## src/rtl/qnt_pkg.sv

```systemverilog
// qnt_pkg: shared sizes and types for the AccLen builder and the bit-location finder
package qnt_pkg;
    localparam int MaximumNumberOfWord      = 32;
    localparam int MaximumNumberOfWordWidth = 9;
    localparam int BitLocationWidth         = 10;
    localparam int WordBitWidthWidth        = 6;
    typedef enum logic [1:0] {IDLE, LOAD, DONE} acc_len_state_e;
    typedef logic [BitLocationWidth-1:0] bit_loc_t;
endpackage

```

## src/rtl/acc_len_builder.sv

```systemverilog
// acc_len_builder: builds the saturating AccLen prefix-sum table and QntStructBits total
// Ports: Clk/Rst (sync, active-high); Start+NumWord begin a build; WordValid/WordBitWidth/WordReady
// stream the per-word widths; AccLen is the packed table (slot i at bits [(i+1)*BLW-1:i*BLW]);
// QntStructBits, AccLenValid, Overflow (sticky) and CfgError (illegal NumWord) report the result.
module acc_len_builder
    import qnt_pkg::*;
(
    input  logic                                          Clk,
    input  logic                                          Rst,
    input  logic                                          Start,
    input  logic [MaximumNumberOfWordWidth-1:0]           NumWord,
    input  logic                                          WordValid,
    input  logic [WordBitWidthWidth-1:0]                  WordBitWidth,
    output logic                                          WordReady,
    output logic [MaximumNumberOfWord*BitLocationWidth-1:0] AccLen,
    output logic [BitLocationWidth-1:0]                   QntStructBits,
    output logic                                          AccLenValid,
    output logic                                          Overflow,
    output logic                                          CfgError
);
    localparam int AccW = BitLocationWidth + 1;
    localparam int CntW = MaximumNumberOfWordWidth;

    acc_len_state_e state_q, state_d;
    logic [CntW-1:0] num_q, num_d, cnt_q, cnt_d;
    bit_loc_t        sum_q, sum_d, qsb_q, qsb_d, sum_sat;
    bit_loc_t        acc_q [MaximumNumberOfWord];
    bit_loc_t        acc_d [MaximumNumberOfWord];
    logic            valid_q, valid_d, ovf_q, ovf_d, cfg_q, cfg_d;
    logic [AccW-1:0] sum_nx;
    logic            illegal, xfer;

    assign WordReady = (state_q == LOAD) && !Start;
    assign xfer      = WordValid && WordReady;
    assign illegal   = (NumWord == '0) || (NumWord > CntW'(MaximumNumberOfWord));
    // one extra accumulator bit catches the carry that signals saturation
    assign sum_nx    = {1'b0, sum_q} + AccW'(WordBitWidth);
    assign sum_sat   = sum_nx[BitLocationWidth] ? '1 : sum_nx[BitLocationWidth-1:0];

    always_comb begin
        state_d = state_q;
        num_d   = num_q;
        cnt_d   = cnt_q;
        sum_d   = sum_q;
        qsb_d   = qsb_q;
        valid_d = valid_q;
        ovf_d   = ovf_q;
        cfg_d   = cfg_q;
        acc_d   = acc_q;
        if (Start) begin
            state_d = illegal ? DONE : LOAD;
            num_d   = NumWord;
            cnt_d   = '0;
            sum_d   = '0;
            qsb_d   = '0;
            valid_d = illegal;
            ovf_d   = 1'b0;
            cfg_d   = illegal;
            for (int i = 0; i < MaximumNumberOfWord; i++) acc_d[i] = '0;
        end else if (xfer) begin
            sum_d = sum_sat;
            ovf_d = ovf_q | sum_nx[BitLocationWidth];
            cnt_d = cnt_q + CntW'(1);
            // decoded per-slot write keeps the table layout fixed
            for (int i = 0; i < MaximumNumberOfWord; i++)
                if (cnt_q == CntW'(i)) acc_d[i] = sum_sat;
            if (cnt_q == num_q - CntW'(1)) begin
                state_d = DONE;
                qsb_d   = sum_sat;
                valid_d = 1'b1;
            end
        end
    end

    always_ff @(posedge Clk) begin
        if (Rst) begin
            state_q <= IDLE;
            num_q   <= '0;
            cnt_q   <= '0;
            sum_q   <= '0;
            qsb_q   <= '0;
            valid_q <= 1'b0;
            ovf_q   <= 1'b0;
            cfg_q   <= 1'b0;
            acc_q   <= '{default: '0};
        end else begin
            state_q <= state_d;
            num_q   <= num_d;
            cnt_q   <= cnt_d;
            sum_q   <= sum_d;
            qsb_q   <= qsb_d;
            valid_q <= valid_d;
            ovf_q   <= ovf_d;
            cfg_q   <= cfg_d;
            acc_q   <= acc_d;
        end
    end

    genvar g;
    for (g = 0; g < MaximumNumberOfWord; g++) begin : g_slot
        assign AccLen[g*BitLocationWidth +: BitLocationWidth] = acc_q[g];
    end

    assign QntStructBits = qsb_q;
    assign AccLenValid   = valid_q;
    assign Overflow      = ovf_q;
    assign CfgError      = cfg_q;
endmodule

```

## config.mk

```make
export PLATFORM = sky130hd
export DESIGN_NAME = acc_len_builder
export DESIGN_NICKNAME = d
export VERILOG_FILES = /design/src/rtl/qnt_pkg.sv /design/src/rtl/acc_len_builder.sv
export SDC_FILE = /design/constraint.sdc
export NUM_CORES = 1
export LEC_CHECK = 0
export BUFFER_PORTS_ARGS = -buffer_cell sky130_fd_sc_hd__buf_2
export CAP_MARGIN = 25
export CORE_MARGIN = 3
export CORE_UTILIZATION = 40
export CTS_CLUSTER_SIZE = 30
export DETAILED_ROUTE_END_ITERATION = 7
export GPL_ROUTABILITY_DRIVEN = 0
export PLACE_DENSITY_LB_ADDON = 0.3
export RECOVER_POWER = 100
export SKIP_LAST_GASP = 1
export SLEW_MARGIN = 20
export SYNTH_ARGS = -nofsm -noshare
export SYNTH_HDL_FRONTEND = slang
export SYNTH_SLANG_ARGS = --single-unit
```

## constraint.sdc

```tcl
create_clock -name Clk -period 3.2 [get_ports Clk]
set_input_delay 0.32 -clock Clk [delete_from_list [all_inputs] [get_ports Clk]]
set_output_delay 0.32 -clock Clk [all_outputs]
set_load 0.05 [all_outputs]
```

==> impl_results.md <==
- H-tree Lvls: 2
- Switch Pwr: 1.99 mW
- Worst VDD drop: 0.415 mV
- Vert. Die Dim: 194 microns
- Syn Nets: 1480
- Syn Std Cell Area: 14100 sq um
- Row count: 68
- Worst Clk Skew: 21.9 ps
- Flop pwr share: 48.2%
- Unrepaired setup endpoints after global routing: no
- Dpl cells: between 2000 and 2500
- Post-DR wirelength/cell: 19.2 microns
- Largest family of logic cells by synthesized area: simple AND/OR/NAND/NOR gates
- Worst path required time: 3630 ps
- Synthesized instance count: 1449
- R2R Setup Slk: 350 ps
- Via count: 11300
- Internal Power: 7.41 mW
- Clock Path Buffers: 3
- Diode count: 0
- HP Class: in2reg
- Final period util: 89.2%
- Maxcap violations: 0
- Synth cell types: 66
- Num CTS Buffers: 38
- GRT Util Overall: 21.7%
- Clock-pin slew on the worst setup and hold paths: 60 ps
- PostCTS Resize Cnt: 0
- Post-Layout Cell Count: 2227
- Routed Antenna Nets: 0
- Adder-cell share of the synthesized area: 1.11%
- Die ar.: 37700 sq um
- Final Net Count: between 1500 and 2000
- # Post-CTS Setup Buffers: 0
- Setup TNS: 0 ps
- Synth Area in Simple Gates: between 10% and 20%
- Sw Ratio: 21.2%
- Most numerous cell in the Yosys netlist: dfxtp_1
- Synth top area cells: dfxtp_1 51%, a211oi_1 9.0%, nor2_1 7.2%
- Clock latency at the later pin of the worst-skew pair: ~540 ps
- Fraction of layout instances using a drive strength above 1: a little over 9%
- Gr ovfl total: 0
- Io pins: about 350
- Final wirelength: 42.7 mm
- Vias in the first global route: 10800
- Clock group share of total power: roughly 49%
- Initial DRC count: 563
- Yosys top cell area share: 51.2%
- Setup CP Type: reg2reg
- Drt via density: slightly above 5
- Final Power: around 9.4 mW
- Least-Margin Pin Slew: 968 ps
- Fin. Hold Viols: 0
- HPWL Detailed: a little under 30 mm
- Combinational share of power: approximately 2.9%
- Antenna violations before repair: 0
- Initial DRT Pass Iterations: 4
- Pin count of the biggest net entering global routing: 84
- Final Max Tran Viols: 0
- Synth Register Bits: 362
- Initial Util: between 40% and 50%
- Outcome: finished, final reports clean
- P&R area growth vs syn: 18.3%
- Crit path launch type: flop
- Port Buf Inserts: roughly 350
- EDFF count, synth: 0
- Synth Area in XOR/XNOR: about 1.2%
- Die X: between 150 and 200 microns
- FMAX: about 350 MHz
- Syn Area/Cell: 9.76 sq um
- TritonCTS clock tree: yes
- Mux cell area share after synthesis: 4.67%
- Worst EP arrival: 3290 ps
- Multi-input gate area: 5920 sq um
- First-pass GRT wire length: 65.0 mm
- Core area: between 30000 and 40000 sq um
- Post-Route Utilization: between 40% and 50%
- Crit-path max FO: 16
- Top FF cell, synth: dfxtp_1
- Post-synth top area cell: dfxtp_1
- Root buf cell: clkbuf_16
- DRC Markers: 0
- Clock sinks: 362
- Ys async rst share: 0%
- Seq/Total Area, Yosys: 51.2%
- Hold-fix buffers, CTS: 0
- Synth warnings: 0
- Top cells by count, synth: 362 x dfxtp_1, 272 x nor2_1, 169 x a211oi_1
- Setup Viol. Count Final: 0
- Seq. cell area: 7250 sq um
- Crit end category: flop
- Fill cells: 3400
- Lkg Pwr: 5.47 nW
- Compound-Gate Fraction of Synth Area: ~18%
- Slew HR: 35.3%
- PwrDens: 562 nW/um^2
- Min cycle time layout: 2850 ps
[registers in the layout (all words and copies together) (netlist names)]
| register | count |
|---|---|
| num_q | 9 |
| QntStructBits | 10 |
| AccLen | 320 |
| state_q | 2 |
| sum_q | 10 |
| Overflow | 1 |
| CfgError | 1 |
| cnt_q | 9 |
[path summary, 6_finish.rpt]
path	from	end	cells past startpoint
worst max-delay path	cnt_q[5]$_SDFFE_PP0P_	AccLen[290]$_SDFFE_PP0P_	7
worst min-delay path	NumWord[4]	num_q[4]$_SDFFE_PP0P_	3
worst max register to register	cnt_q[5]$_SDFFE_PP0P_	AccLen[290]$_SDFFE_PP0P_	7
worst min register to register	AccLen[298]$_SDFFE_PP0P_	AccLen[298]$_SDFFE_PP0P_	2
[power groups by stage]
stage / registers (mW) / logic, mW / clock network (mW)
6_report: 4.53 / 0.271 / 4.60
4_1_cts: 4.53 / 0.280 / 4.71
3_5_place_dp: 4.63 / 0.280 / 0
3_3_place_gp: 4.63 / 0.276 / 0
2_1_floorplan: 4.63 / 0.172 / 0
5_1_grt: 4.53 / 0.295 / 4.88
[routing by layer]
metal	share of wire [%]	GRT usage (%)	vias up
met2	46	34.8	341
met4	3.6	8.27	0
met3	6.0	4.60	91
met1	44	28.8	5259
li1	-	-	5639
met5	0	0	-
[metrics by stage]
stage               setup WS (ps)  area, sq um  hold WS, ps
finish                        347        16700         44.1
global placement              404        16100          438
detailed placement            350        16100          444
floorplan                    1010        14100          393
global route                  163        16700         45.1
CTS                           472        17500         13.9
[area by class of cell]
cell class | instances | share of cell area, %
Timing Repair Buffer | 380 | 9.72
Inverter | 13 | 0.292
Tap cell | 455 | 3.40
Clock inverter | 12 | 0.994
Sequential cell | 362 | 43.3
Multi-Input combinational cell | 949 | 35.4
Clock buffer | 56 | 6.89
[cell families after synthesis]
group / count (synthesis)
xor gates and xnor gates: 20
adders and majority gates: 12
and+or+nand+nor: 499
buffers and inverters: 138
DFF: 362
AOI/OAI and AO/OA: 352
muxes: 66
[placed cells by master, fill, tap and decap left out, types with 27 or more instances in the layout]
cell / count
clkbuf_1: 350
nor2_1: 271
mux2i_1: 66
dfxtp_1: 362
nand2_1: 99
a21oi_1: 73
nand3_1: 27
o21ai_0: 46
clkbuf_16: 41
a211oi_1: 185
[critical path: stages, from the launching register on]
cell and delay, ps:
dfxtp_1 380, nor4_1 630, and2_1 580, clkbuf_1 240, and3_1 180, clkbuf_2 420, nor2_1 80, a211oi_1 240
No activity file was read; power rests on OpenSTA's default activity.
